## src/rtl/hqm_aw_tx_sync.sv

```systemverilog
`timescale 1ns/1ps
// Transmit-side synchronizing FIFO: external 1R1W memory FIFO feeding a 2-entry
// registered output buffer, with bypass straight into the buffer when the memory path is empty.
module hqm_aw_tx_sync #(
  parameter int DEPTH   = 4,
  parameter int WIDTH   = 16,
  parameter int DEPTHB2 = $clog2(DEPTH),
  parameter int CWIDTH  = $clog2(DEPTH + 3)
) (
  input  logic               hqm_inp_gated_clk,
  input  logic               hqm_inp_gated_rst,
  input  logic               enable,
  output logic               idle,
  input  logic               rst_prep,
  input  logic               in_valid,
  output logic               in_ready,
  input  logic [WIDTH-1:0]   in_data,
  output logic               out_valid,
  input  logic               out_ready,
  output logic [WIDTH-1:0]   out_data,
  output logic               mem_we,
  output logic [DEPTHB2-1:0] mem_waddr,
  output logic [WIDTH-1:0]   mem_wdata,
  output logic               mem_re,
  output logic [DEPTHB2-1:0] mem_raddr,
  input  logic [WIDTH-1:0]   mem_rdata,
  output logic [CWIDTH-1:0]  status_depth,
  output logic               status_full,
  output logic               status_empty
);

  localparam logic [CWIDTH-1:0]  DEPTH_C  = CWIDTH'(DEPTH);
  localparam logic [DEPTHB2-1:0] LAST_PTR = DEPTHB2'(DEPTH - 1);

  logic                clk;
  logic                rst;
  logic [DEPTHB2-1:0]  wptr_reg, wptr_next;
  logic [DEPTHB2-1:0]  rptr_reg, rptr_next;
  logic [CWIDTH-1:0]   mem_cnt_reg, mem_cnt_next;
  logic                rd_inflight_reg, rd_inflight_next;
  logic [1:0]          ob_cnt_reg, ob_cnt_next;
  logic [WIDTH-1:0]    ob_data_reg [2];
  logic [WIDTH-1:0]    ob_data_next [2];

  logic                push;
  logic                pop;
  logic                bypass;
  logic                ob_load;
  logic [WIDTH-1:0]    load_data;
  logic [1:0]          ob_after_pop;
  logic [2:0]          ob_pending;
  logic [CWIDTH-1:0]   depth_sum;

  assign clk = hqm_inp_gated_clk;
  assign rst = hqm_inp_gated_rst;

  always_comb begin
    in_ready         = ~rst & enable & ~rst_prep & (mem_cnt_reg < DEPTH_C);
    push             = in_valid & in_ready;
    out_valid        = ~rst & ~rst_prep & (ob_cnt_reg != 2'd0);
    pop              = out_valid & out_ready;
    ob_after_pop     = ob_cnt_reg - {1'b0, pop};
    // Bypass only while nothing older sits in memory or in flight, so order is preserved.
    bypass           = push & (mem_cnt_reg == '0) & ~rd_inflight_reg & (ob_after_pop < 2'd2);
    mem_we           = push & ~bypass;
    ob_pending       = {1'b0, ob_after_pop} + {2'b00, rd_inflight_reg};
    mem_re           = ~rst & ~rst_prep & (mem_cnt_reg != '0) & (ob_pending < 3'd2);
    // An in-flight read and a bypass are mutually exclusive, so at most one load per cycle.
    ob_load          = rd_inflight_reg | bypass;
    load_data        = rd_inflight_reg ? mem_rdata : in_data;
    ob_cnt_next      = ob_after_pop + {1'b0, ob_load};
    rd_inflight_next = mem_re;
    mem_cnt_next     = mem_cnt_reg + CWIDTH'(mem_we) - CWIDTH'(mem_re);
    wptr_next        = wptr_reg;
    rptr_next        = rptr_reg;
    if (mem_we) begin
      wptr_next = (wptr_reg == LAST_PTR) ? '0 : wptr_reg + 1'b1;
    end
    if (mem_re) begin
      rptr_next = (rptr_reg == LAST_PTR) ? '0 : rptr_reg + 1'b1;
    end
  end

  // Each buffer slot either shifts toward the head on pop or takes the incoming word.
  for (genvar gi = 0; gi < 2; gi++) begin : g_ob
    logic [WIDTH-1:0] shifted;
    if (gi == 0) begin : g_head
      assign shifted = pop ? ob_data_reg[1] : ob_data_reg[0];
    end else begin : g_tail
      assign shifted = ob_data_reg[1];
    end
    assign ob_data_next[gi] = (ob_load && (ob_after_pop == 2'(gi))) ? load_data : shifted;

    always_ff @(posedge clk) begin
      ob_data_reg[gi] <= ob_data_next[gi];
    end
  end

  always_ff @(posedge clk) begin
    if (rst) begin
      wptr_reg        <= '0;
      rptr_reg        <= '0;
      mem_cnt_reg     <= '0;
      rd_inflight_reg <= 1'b0;
      ob_cnt_reg      <= 2'd0;
    end else begin
      wptr_reg        <= wptr_next;
      rptr_reg        <= rptr_next;
      mem_cnt_reg     <= mem_cnt_next;
      rd_inflight_reg <= rd_inflight_next;
      ob_cnt_reg      <= ob_cnt_next;
    end
  end

  assign mem_waddr = wptr_reg;
  assign mem_wdata = in_data;
  assign mem_raddr = rptr_reg;
  assign out_data  = ob_data_reg[0];

  assign depth_sum    = mem_cnt_reg + CWIDTH'(rd_inflight_reg) + CWIDTH'(ob_cnt_reg);
  assign status_depth = rst ? '0 : depth_sum;
  assign status_full  = ~rst & (mem_cnt_reg == DEPTH_C);
  assign status_empty = (status_depth == '0);
  assign idle         = rst | (status_empty & ~in_valid);

endmodule

```

## config.mk

```make
export PLATFORM = sky130hd
export DESIGN_NAME = hqm_aw_tx_sync
export DESIGN_NICKNAME = d
export VERILOG_FILES = /design/src/rtl/hqm_aw_tx_sync.sv
export SDC_FILE = /design/constraint.sdc
export NUM_CORES = 1
export LEC_CHECK = 0
export ABC_AREA = 1
export CAP_MARGIN = 25
export CORE_MARGIN = 5
export CORE_UTILIZATION = 40
export DETAILED_ROUTE_END_ITERATION = 12
export PLACE_DENSITY_LB_ADDON = 0.08
export SETUP_SLACK_MARGIN = 0.15
export SYNTH_ARGS = -nofsm -noshare
export SYNTH_HDL_FRONTEND = slang
export SYNTH_SLANG_ARGS = --single-unit
```

## constraint.sdc

```tcl
create_clock -name hqm_inp_gated_clk -period 3.4 [get_ports hqm_inp_gated_clk]
set_clock_uncertainty 0.2 [all_clocks]
set_input_delay 0.68 -clock hqm_inp_gated_clk [delete_from_list [all_inputs] [get_ports hqm_inp_gated_clk]]
set_output_delay 0.68 -clock hqm_inp_gated_clk [all_outputs]
set_load 0.01 [all_outputs]
```

Word level (Yosys, flattened, before mapping)
Memories as Yosys holds them, arrays and structs flattened.
Index checks and enable logic that the tools add are counted.
Widths: inputs -> output; s select.

storage, ports and cells
  flip-flop bits (word level) = 10
  bits in writable memories = 32
  bits of input ports = 38
  output and inout bits = 46
  logic and storage cells = 58
  memories kept = 1

memory list
  memory       words  bits a word  rd ports  clocked after memory_dff  write ports  line  source
  ob_data_reg  2      16           2         0                         2            42    logic [WIDTH-1:0] ob_data_reg [2];

cells by class
  add/subtract/negate cells = 9
  magnitude comparators = 3
  equality and inequality tests = 4
  muxes and demuxes = 7
  bitwise logic cells = 22
  reduce and logical (&&, ||, !) cells = 7

operator list
  kind                 count
  $mux 16              4
  $and 1x1->1          15
  $add 3x1->3          2
  $logic_not 3->1      2
  $not 1->1            5
  $add 2x1->2 const B  2
  $eq 2x2->1 const B   2
  $mux 2               2
  $add 2x1->3          1
  $add 3x2->3          1
  $eq 3x3->1 const B   1
  $lt 3x2->1 const B   1
  $lt 3x3->1 const B   1
  $mux 3               1
  $reduce_bool 3->1    1
  $sub 3x1->3          1
  $add 2x1->2          1
  $eq 2x1->1 const B   1
  $logic_and 1x1->1    2
  $logic_not 2->1      1
  $lt 2x2->1 const B   1
  $or 1x1->1           2
  $reduce_bool 2->1    1
  $sub 2x1->2          1

Logic depth before layout (Yosys ltp)
Gate-level depths: netlist of the first run.

  depth in word-level cells = 12
  gate-level depth with buffers = 18
  mapped depth without buffers = 17

Worst setup path after synthesis of the first run
Ideal clock, no wire load.

  kind = input to register
  start = in hqm_inp_gated_rst
  end = reg mem_cnt_reg[2]
  library setup time = 119 ps
  arrival = 3,264 ps
  data required time = 3,081 ps
  path slack = -184 ps
  stages on the path = 18
  path buffers = 1
  cells stage by stage = buf_6 nor2_4 inv_1 a21oi_1 inv_1 nor2_1 ha_1 inv_1 nand2_1 nand2_2 nor3_2 ha_1 inv_1 ha_1 inv_1 fa_1 o21ai_0 a21oi_1

on the way
  elaborated cells between the ends (all ways) = 21
  classes of those cells = add/sub (4); order compare (2); bitwise (15)

RTL lines
  item                       line  source
  start: declaration         11    input logic hqm_inp_gated_rst,
  $not 1->1                  60    out_valid = ~rst & ~rst_prep & (ob_cnt_reg != 2'd0);
  $and 1x1->1 (2 in series)  60
  net out_valid              18    output logic out_valid,
  $and 1x1->1                61    pop = out_valid & out_ready;
  $sub 2x1->2                62    ob_after_pop = ob_cnt_reg - {1'b0, pop};
  $add 2x1->3                66    ob_pending = {1'b0, ob_after_pop} + {2'b00, rd_inflight_reg};
  $lt 3x2->1                 67    mem_re = ~rst & ~rst_prep & (mem_cnt_reg != '0) & (ob_pending < 3'd2);
  $and 1x1->1                67
  net mem_re                 24    output logic mem_re,
  $sub 3x1->3                73    mem_cnt_next = mem_cnt_reg + CWIDTH'(mem_we) - CWIDTH'(mem_re);
  end signal: assignment     109   mem_cnt_reg <= mem_cnt_next;
  end: declaration           39    logic [CWIDTH-1:0] mem_cnt_reg, mem_cnt_next;

The timed path passes the listed nets, and every way through them passes these cells.
A chain may end at the register's enable or synchronous reset.

Worst setup path in the final report of the first run
  start = in rst_prep
  end = out mem_re

on the way
  longest elaborated chain between the ends = 8
  elaborated cells between the ends (all ways) = 9
  classes of those cells = add/sub (2); order compare (1); bitwise (6)

ends and longest elaborated chain
  item                line    source
  start: declaration  14      input logic rst_prep,
  $not 1->1 *         60, 67
  $and 1x1->1 *       60, 67
  $and 1x1->1         60
  $and 1x1->1         61
  $sub 2x1->2         62
  $add 2x1->3         66
  $lt 3x2->1          67
  $and 1x1->1 *       67
  end: declaration    24

Every way passes the cells marked *; elsewhere a longest branch is shown, timed or not.

==> results.md, run 1 <==
- H-tree depth: 2
- Sequential share of the synthesized area: just over 50%
- I/O Pins: between 80 and 90
- First-pass iteration count of the detailed router: 4
- RSZ-0062 raised after global routing: no
- Final Hold Fails: 0
- Post-layout util: around three fifths
- Drt drc: 0
- Total CTS buffers: 5
- Worst setup path class: input pin to output pin
- Cts hold-fix bufs: 0
- Period utilization: 93.5%
- Final Non-Filler Cells: about 410
- Dpl cell area: approximately 3200 sq um
- Ranking of synthesized cells by area: edfxtp_1 42%, nand2_1 14%, dfxtp_1 8.7%
- First-pass GRT wire length: about 8.5 mm
- Power Total: about 1.9 mW
- Vias in the first global route: roughly 1.8k
- Post-route ant nets: 0
- Fmax: 315 MHz
- Max Cap Viol: 0
- I/O Buffers: 83
- Most frequent cells in the layout: 87 x nand2_1, 77 x clkdlybuf4s50_1, 32 x edfxtp_1, 21 x buf_4, 20 x inv_1
- Post-Layout Inst Area: 3360 sq um
- Clk pin slew, worst setup/hold paths: roughly 80 ps
- Rel. slew slack: roughly three quarters
- Routed via count: between 1.5k and 2k
- # nets final: between 300 and 400
- Kind of end point of the critical path: output pin
- Path category of the worst min-delay check: register to register
- Layout cell share with drive strength beyond 1: ~18%
- Initial Util: between 40% and 50%
- Yosys Warn Count: 0
- Critical Path Start Type: input pin
- Setup slack after layout: approximately 220 ps
- Root buffer cell: clkbuf_8
- Async SR Flop Fraction: 0%
- Fillers: ~520
- Final RePlAce weighted congestion: about 0.77
- Std-Cell Rows: 27
- Commonest non-fill, non-tap cell in the layout: nand2_1
- Core area: about 5500 sq um
- Syn Inst Count: about 250
- Mapped Area: approximately 2300 sq um
- Kind of cell adding the most delay to the critical path: buffers and inverters
- Post-Syn Area per Cell: 9.20 sq um
- Clk sink count: between 40 and 50
- Pre-CTS setup slack: -483 ps
- Main flop type after synthesis: edfxtp_1
- DR WL/cell: between 10 and 15 microns
- Setup Total Neg Slack: 0 ps
- Clock Latency Late Sink: ~290 ps
- Initial antenna violation count: 0
- Slowest cell on crit path: dlygate4sd2_1
- Final setup viols: 0
- Stages on the worst setup path: 13
- Die Ht: approximately 86 microns
- CTS tree: built
- Clk buf depth: 2
- Buffers & Inverters on Critical Path: 6
- Final worst path period need: 3180 ps
- CP max stage delay: around 270 ps
- Die Wd: roughly 86 microns
- Slew Viols, Final: 0
- Slew @ Worst Pin: about 350 ps
- P per Cell Area: 552 nW/um^2
- WL final: between 5 and 6 mm
- DPL Wire Length: just under 4 mm
- Arr. time, crit path: around 2300 ps
- Diodes inserted: 0
- Global Route Usage Sum: ~15%
- Hold WS: ~310 ps
- Post-synth cell types: 29
- Max FFs per register: 32
- Vias per cell: 4.39
- Flops & latches, synth: 42
- Layout area overhead: 46.8%
- Total grt overflow: 0
- Syn_nets: 296
- WP data required: about 2500 ps
- Post-synth EDFFs: 32
- Status: completed
- Largest area contributor in the netlist: edfxtp_1
- Static Leak: approximately 1.4 nW
- Worst path cell trace: dlygate4sd2_1 > nor2_4 > inv_1 > a21oi_2 > inv_2 > nor2_4 > ha_2 > inv_1 > nand2_2 > nand2_4 > nor3_4 > buf_6 > clkbuf_2
- FF-to-FF path depth: 15
- CP max FO: 3
- Worst Hold Depth: 2
- Post-Place Cells: approximately 400
- Initial DRC Count: between 60 and 70
- Max rail drop VDD: about 0.29 mV
- DIE AREA: 7340 sq um
- Synth top area share: approximately two fifths
- Largest net degree at the start of global routing: 20
==> worst paths after layout <==
check,endpoint,start,slack [ps]
min reg2reg,ob_data_reg[0][6],ob_data_reg[0][22],310
max,mem_re,rst_prep,220
max reg2reg,mem_cnt_reg[1],ob_cnt_reg[1],660
min,ob_data_reg[0][6],ob_data_reg[0][22],310
==> Yosys cell counts (all sizes together) (3+ instances only) <==
cell and count:
nand2 94, edfxtp 32, inv 23, buf 22
nor2 21, nand3 20, dfxtp 10, o21ai 8
ha 6, a21oi 3, fa 3, nor3 3
==> report_power, final <==
part           internal [mW]  total, mW  switching (mW)
sequential             0.665      0.699          0.0343
combinational          0.379      0.824           0.445
clock                  0.163      0.332           0.169
total                   1.21       1.85           0.648
==> final cells by class <==
class | instances | area (sq um) | share of cell area [%]
sequential | 42 | 1160 | 34.5
timing repair buffer | 107 | 1020 | 30.5
multi-input combinational | 161 | 900 | 26.8
inverter | 23 | 91.3 | 2.72
tap | 72 | 90.1 | 2.68
clock buffer | 6 | 82.6 | 2.46
clock inverter | 2 | 12.5 | 0.372
==> per-layer routing <==
| metal | routed length (microns) | GRT usage [%] | vias up |
|---|---|---|---|
| met3 | 250 | 2.98 | 4 |
| met4 | 59 | 6.04 | 0 |
| li1 | - | - | 966 |
| met5 | 0 | 0 | - |
| met1 | 2160 | 17.2 | 806 |
| met2 | 2660 | 26.1 | 39 |
==> cells by family (layout without fill, tap and decap cells) <==
kind of cell	after synthesis	in the layout	synth area share, %
fa+ha+maj	9	9	5.90
xor+xnor	1	1	0.383
flops	42	42	50.7
compound gates	11	11	2.57
simple gates	140	140	28.6
buf+inv	46	138	11.8
==> worst min-delay path: stages, from the launching register on <==
cell and delay, ps:
edfxtp_1 320, nand2_1 50, nand2_1 40
==> what timing repair did <==
| item | 4_1_cts | 5_1_grt |
|---|---|---|
| pin swaps | 3 | 4 |
| buffers inserted | 2 | 4 |
| resized for setup | 12 | 12 |
| endpoints found under the setup margin | 6 | 4 |
Power figures use the tool's default switching activity.
==> run 2, diff against run 1 <==
==> constraint.sdc (replaced) <==
create_clock -name hqm_inp_gated_clk -period 2.95 [get_ports hqm_inp_gated_clk]
set_clock_uncertainty 0.2 [all_clocks]
set_input_delay 0.59 -clock hqm_inp_gated_clk [delete_from_list [all_inputs] [get_ports hqm_inp_gated_clk]]
set_output_delay 0.59 -clock hqm_inp_gated_clk [all_outputs]
set_load 0.01 [all_outputs]
==> results.md, run 2 (synthesis results as in run 1) <==
- Status: completed (unchanged)
- Initial Util: 41.3% (unchanged)
- Max Cap Viol: 0 (unchanged)
- Commonest non-fill, non-tap cell in the layout: nand2_1 (unchanged)
- Clock Latency Late Sink: 290 ps (about the same)
- First-pass iteration count of the detailed router: 4 (unchanged)
- P per Cell Area: 654 nW/um^2 (was 552 nW/um^2)
- Vias per cell: 4.50 (was 4.39)
- DIE AREA: 7340 sq um (unchanged)
- Power Total: 2.29 mW (was 1.86 mW)
- CP max FO: 2 (was 3)
- DPL Wire Length: 4.26 mm (was 3.92 mm)
- Most frequent cells in the layout: 87 x nand2_1, 73 x clkdlybuf4s50_1, 39 x buf_4, 32 x edfxtp_1, 18 x nand3_1 (was 87 x nand2_1, 77 x clkdlybuf4s50_1, 32 x edfxtp_1, 21 x buf_4, 20 x inv_1)
- Crit path launch: mem_cnt_reg[0] (was rst_prep)
- Path category of the worst min-delay check: register to register (unchanged)
- CTS tree: built (unchanged)
- Initial antenna violation count: 0 (unchanged)
- Die Wd: 85.7 microns (unchanged)
- Total CTS buffers: 5 (unchanged)
- Die Ht: 85.7 microns (unchanged)
- Period utilization: 91.7%
- Cts hold-fix bufs: 0 (unchanged)
- DR top layer: met4 (unchanged)
- I/O Pins: 84 (unchanged)
- Root buffer cell: clkbuf_8 (unchanged)
- Met2 WL: 2.96 mm (was 2.66 mm)
- Max rail drop VDD: 0.305 mV (was 0.285 mV)
- Clk buf depth: 2 (unchanged)
- DR WL/cell: 13.0 microns (was 12.4 microns)
- Register area: 1160 sq um (about the same)
- Layout cell share with drive strength beyond 1: 24.3% (was 18.2%)
- First-pass GRT wire length: 9.41 mm (was 8.46 mm)
- Diodes inserted: 0 (unchanged)
- Slowest cell on crit path: fa_1 (was dlygate4sd2_1)
- I/O Buffers: 83 (unchanged)
- Largest net degree at the start of global routing: 20 (unchanged)
- Final worst path period need: around 2700 ps
- Kind of cell adding the most delay to the critical path: adder cells (was buffers and inverters)
- Fmax: approximately 370 MHz
- Min-delay src: ob_data_reg[0][24] (was ob_data_reg[0][22])
- H-tree depth: 2 (unchanged)
- Fillers: 489 (was 523)
- CP max stage delay: 410 ps (was 270 ps)
- Routed via count: 1,934 (was 1,815)
- Metal-1 WL: 2.27 mm (was 2.16 mm)
- WL met3: 268 microns (was 250 microns)
- Final setup viols: 0 (unchanged)
- Std-Cell Rows: 27 (unchanged)
- Static Leak: 1.54 nW (was 1.44 nW)
- RSZ-0062 raised after global routing: no (unchanged)
- WP data required: 2160 ps (was 2520 ps)
- Final Hold Fails: 0 (unchanged)
- Initial DRC Count: 64 (was 67)
- Global Route Usage Sum: 16.1% (was 14.7%)
- Critical Path Start Type: register (was input pin)
- Slew Viols, Final: 0 (unchanged)
- Clk pin slew, worst setup/hold paths: 80 ps (about the same)
- Max FFs per register: 32 (unchanged)
- Vias in the first global route: 2,009 (was 1,826)
- Multi-input logic area: 922 sq um (was 900 sq um)
- Slew @ Worst Pin: 244 ps (was 350 ps)
- Layout area overhead: 53.0% (was 46.8%)
- Buffers & Inverters on Critical Path: 3 (was 6)
- Reg-to-Reg Start: ob_cnt_reg[1] (unchanged)
- Drt drc: 0 (unchanged)
- Core area: 5540 sq um (unchanged)
- Final RePlAce weighted congestion: 0.776 (was 0.767)
- Total grt overflow: 0 (unchanged)
- Rel. slew slack: 83.6% (was 76.7%)
- WL final: 5.59 mm (was 5.13 mm)
- # nets final: 404 (was 387)
- Setup Total Neg Slack: 0 ps (unchanged)
- Kind of end point of the critical path: output pin (unchanged)
- Clk sink count: 42 (unchanged)
- Worst path cell trace: fa_2 > inv_2 > fa_1 > nor2_2 > buf_4 > clkdlybuf4s15_1 (was dlygate4sd2_1 > nor2_4 > inv_1 > a21oi_2 > inv_2 > nor2_4 > ha_2 > inv_1 > nand2_2 > nand2_4 > nor3_4 > buf_6 > clkbuf_2)
- Post-route ant nets: 0 (unchanged)
- Arr. time, crit path: 1910 ps (was 2300 ps)
- Worst setup path class: register to output pin (was input pin to output pin)
-- run 2: changes by cell type in the layout (fill, tap and decap cells not counted), moves of 2 or more --
cell	change
clkbuf_1	+2
clkbuf_2	-3
inv_1	-4
buf_2	+6
buf_4	+18
inv_2	+4
clkdlybuf4s50_1	-4
-- run 2: worst reg2reg max path: stages, from the launching register on --
cell and delay [ps]:
dfxtp_1 410, inv_2 90, a21oi_4 140, inv_2 50
nor2_2 80, ha_2 190, inv_2 40, nand2_4 70
nand2_4 50, nor3_4 140, ha_1 250, inv_1 60
ha_2 160, inv_2 40, fa_2 500, nor2_1 40
-- run 2: power breakdown --
group	internal (mW)	switching [mW]
combinational	0.491	0.544
sequential	0.767	0.0441
clock	0.253	0.193
-- run 2: per-layer routing --
layer  up-vias  GRT usage, %
met5         -             0
met4         0          3.88
met1       886          19.0
met3         7          4.13
li1        998             -
met2        43          29.2
-- run 2: through the flow --
stage / cell area (sq um) / setup slack [ps] / util (%) / instances / hold WS [ps]
3_3_place_gp: 3330 / -539 / 60.1 / 411 / 292
2_1_floorplan: 2340 / -169 / - / 249 / 287
6_report: 3500 / 246 / 63.2 / 430 / 314
5_1_grt: 3500 / 151 / 63.2 / 430 / 333
4_1_cts: 3500 / 155 / 63.2 / 430 / 316
3_5_place_dp: 3330 / -581 / 60.1 / 411 / 297
-- run 2: what timing repair did --
| action | in CTS | in global routing |
|---|---|---|
| endpoints found under the setup margin | 53 | 6 |
| endpoints found under the hold margin | 0 | 0 |
| setup buffers | 11 | 0 |
| gates resized for setup | 36 | 4 |
| pin swaps | 9 | 7 |
-- run 2: final cells by class --
type / instances / area share (%)
Clock buffer: 7 / 2.18
Clock inverter: 1 / 0.857
Inverter: 23 / 2.61
Multi-Input combinational cell: 161 / 26.3
Sequential cell: 42 / 33.2
Tap cell: 72 / 2.57
Timing Repair Buffer: 124 / 32.3
-- run 2: path summary, 6_finish.rpt --
path,end,slack (ps),depth (start not counted)
max,status_depth[1],250,6
min,ob_data_reg[0][8],310,2
max reg2reg,mem_cnt_reg[1],340,15
min reg2reg,ob_data_reg[0][8],310,2
==> run 3, diff against run 2 <==
--- a/config.mk
+++ b/config.mk
@@ -15,3 +15,4 @@
 export SYNTH_ARGS = -nofsm -noshare
 export SYNTH_HDL_FRONTEND = slang
 export SYNTH_SLANG_ARGS = --single-unit
+export TNS_END_PERCENT = 30
==> constraint.sdc (replaced) <==
create_clock -name hqm_inp_gated_clk -period 2.6 [get_ports hqm_inp_gated_clk]
set_clock_uncertainty 0.2 [all_clocks]
set_input_delay 0.52 -clock hqm_inp_gated_clk [delete_from_list [all_inputs] [get_ports hqm_inp_gated_clk]]
set_output_delay 0.52 -clock hqm_inp_gated_clk [all_outputs]
set_load 0.01 [all_outputs]
==> results.md, run 3 (synthesis results as in run 1) <==
- Failing checks: setup timing
- H-tree depth: 2 (unchanged)
- Fillers: 459 (was 489)
- Critical Path Start Type: register (unchanged)
- WP data required: 1880 ps (was 2160 ps)
- Static Leak: 1.57 nW (was 1.54 nW)
- WL final: 5.57 mm (was 5.59 mm)
- Combinational share of power: 46.7% (was 45.1%)
- Final Hold Fails: 0 (unchanged)
- Most frequent cells in the layout: 86 x nand2_1, 72 x clkdlybuf4s50_1, 39 x buf_4, 32 x edfxtp_1, 18 x nand3_1 (was 87 x nand2_1, 73 x clkdlybuf4s50_1, 39 x buf_4, 32 x edfxtp_1, 18 x nand3_1)
- Slew @ Worst Pin: 252 ps (was 244 ps)
- Net Sw Power: 0.890 mW (was 0.781 mW)
- Post-Place Cells: 416 (was 411)
- Reg-to-Reg Start: ob_cnt_reg[0] (was ob_cnt_reg[1])
- Final RePlAce weighted congestion: 0.804 (was 0.776)
- Hold WS: 307 ps (was 314 ps)
- FF-to-FF path depth: 15 (unchanged)
- Clk sink count: 42 (unchanged)
- # nets final: 407 (was 404)
- Clk pin slew, worst setup/hold paths: 80 ps (about the same)
- Path category of the worst min-delay check: register to register (unchanged)
- Global Route Usage Sum: 15.8% (was 16.1%)
- Total grt overflow: 0 (unchanged)
- Crit path launch: ob_cnt_reg[0] (was mem_cnt_reg[0])
- Layout area overhead: 56.7% (was 53.0%)
- Max FFs per register: 32 (unchanged)
- Die Ht: 85.7 microns (unchanged)
- Sequential Power Share: 34.5% (was 35.4%)
- Post-route ant nets: 0 (unchanged)
- Initial Util: 41.3% (unchanged)
- Commonest non-fill, non-tap cell in the layout: nand2_1 (unchanged)
- Arr. time, crit path: 1900 ps (was 1910 ps)
- Layout cell share with drive strength beyond 1: 26.9% (was 24.3%)
- Final Non-Filler Cells: 433 (was 430)
- Slew Viols, Final: 0 (unchanged)
- Period utilization: 101%
- Core area: 5540 sq um (unchanged)
- P per Cell Area: 740 nW/um^2 (was 654 nW/um^2)
- Diodes inserted: 0 (unchanged)
- First-pass GRT wire length: 9.28 mm (was 9.41 mm)
- I/O Pins: 84 (unchanged)
- DPL Wire Length: 4.19 mm (was 4.26 mm)
- CTS tree: built (unchanged)
- Drt drc: 0 (unchanged)
- R2r endpoint: mem_cnt_reg[1] (unchanged)
- Setup slack after layout: -21.5 ps (was 246 ps)
- Kind of end point of the critical path: output pin (unchanged)
- Final worst path period need: approximately 2600 ps
- Initial antenna violation count: 0 (unchanged)
- Routed via count: 1,937 (was 1,934)
- Root buffer cell: clkbuf_8 (unchanged)
- DR WL/cell: 12.9 microns (was 13.0 microns)
- RSZ-0062 raised after global routing: yes (was no)
- First-pass iteration count of the detailed router: 4 (unchanged)
- Rel. slew slack: 83.0% (was 83.6%)
- Vias in the first global route: 1,983 (was 2,009)
- Vias per cell: 4.47 (was 4.50)
- Clock Latency Late Sink: 280 ps (was 290 ps)
- Total CTS buffers: 5 (unchanged)
- Largest net degree at the start of global routing: 18 (was 20)
- Sw Ratio: 33.5% (was 34.1%)
- Internal power: 1.77 mW (was 1.51 mW)
- Power Total: 2.66 mW (was 2.29 mW)
- Internal reg-to-reg setup slack: 10 ps (was 340 ps)
- I/O Buffers: 83 (unchanged)
- Fmax: 381 MHz
- Final setup viols: 3 (was 0)
- Status: finished with violations (was completed)
- DIE AREA: 7340 sq um (unchanged)
- CP max FO: 2 (unchanged)
- Worst setup path class: register to output pin (unchanged)
- Die Wd: 85.7 microns (unchanged)
- Std-Cell Rows: 27 (unchanged)
- Power share of the clock group: 18.8% (was 19.5%)
- Clk buf depth: 2 (unchanged)
- Initial DRC Count: 66 (was 64)
- Max rail drop VDD: 0.364 mV (was 0.305 mV)
- Max Cap Viol: 0 (unchanged)
- Worst Setup EP: idle (was status_depth[1])
-- run 3: worst min-delay path by stage --
stage / startpoint / endpoint / slack [ps] / cells after the start
2_1_floorplan: ob_data_reg[0][16] / ob_data_reg[0][0] / 290 / 2
3_3_place_gp: ob_data_reg[0][24] / ob_data_reg[0][8] / 290 / 2
3_5_place_dp: ob_data_reg[0][22] / ob_data_reg[0][6] / 300 / 2
4_1_cts: ob_data_reg[0][31] / ob_data_reg[0][15] / 310 / 2
5_1_grt: ob_data_reg[0][22] / ob_data_reg[0][6] / 340 / 2
6_report: ob_data_reg[0][31] / ob_data_reg[0][15] / 310 / 2
-- run 3: timing repair --
item                                    CTS  global route
gates cloned                              1             0
gates resized for setup                  50             6
setup buffers                             8             0
pin swaps                                11            16
endpoints found under the setup margin   65            54
hold buffers                              0             0
-- run 3: stage by stage --
stage          utilization (%)  cell area (sq um)  setup WS [ps]  TNS [ps]
2_1_floorplan                -               2340           -449     -5460
3_3_place_gp              60.8               3370           -742    -27290
3_5_place_dp              60.8               3370           -825    -31440
4_1_cts                   64.6               3580          -98.4      -359
5_1_grt                   64.8               3590           -126     -2320
6_report                  64.8               3590          -21.5     -47.8
-- run 3: power groups by stage --
stage,Combinational [mW],Sequential (mW),Clock (mW)
finish,1.24,0.918,0.499
global route,1.36,0.928,0.546
CTS,1.24,0.917,0.510
detailed placement,1.22,0.927,0
global placement,1.20,0.926,0
floorplan,0.604,0.963,0
-- run 3: final cells by class --
type	instances	area (sq um)	area share [%]
inverter	23	91.3	2.55
timing repair buffer	127	1210	33.7
clock inverter	1	30.0	0.837
clock buffer	7	76.3	2.13
sequential	42	1170	32.5
multi-input combinational	161	925	25.8
tap	72	90.1	2.51
-- run 3: metal layers --
metal	up-vias	wire [microns]	track usage (%)
met5	-	0	0
met4	0	75	4.60
met3	7	323	4.23
met2	48	2930	29.0
met1	881	2240	17.8
li1	1001	-	-
-- run 3: worst max-delay path, stage by stage, from the launching register on --
cell	delay, ps
dfxtp_2	340
fa_2	380
inv_2	60
fa_1	410
nor2_2	110
nor2_1	50
nand2_1	70
o21ai_1	60
buf_2	140
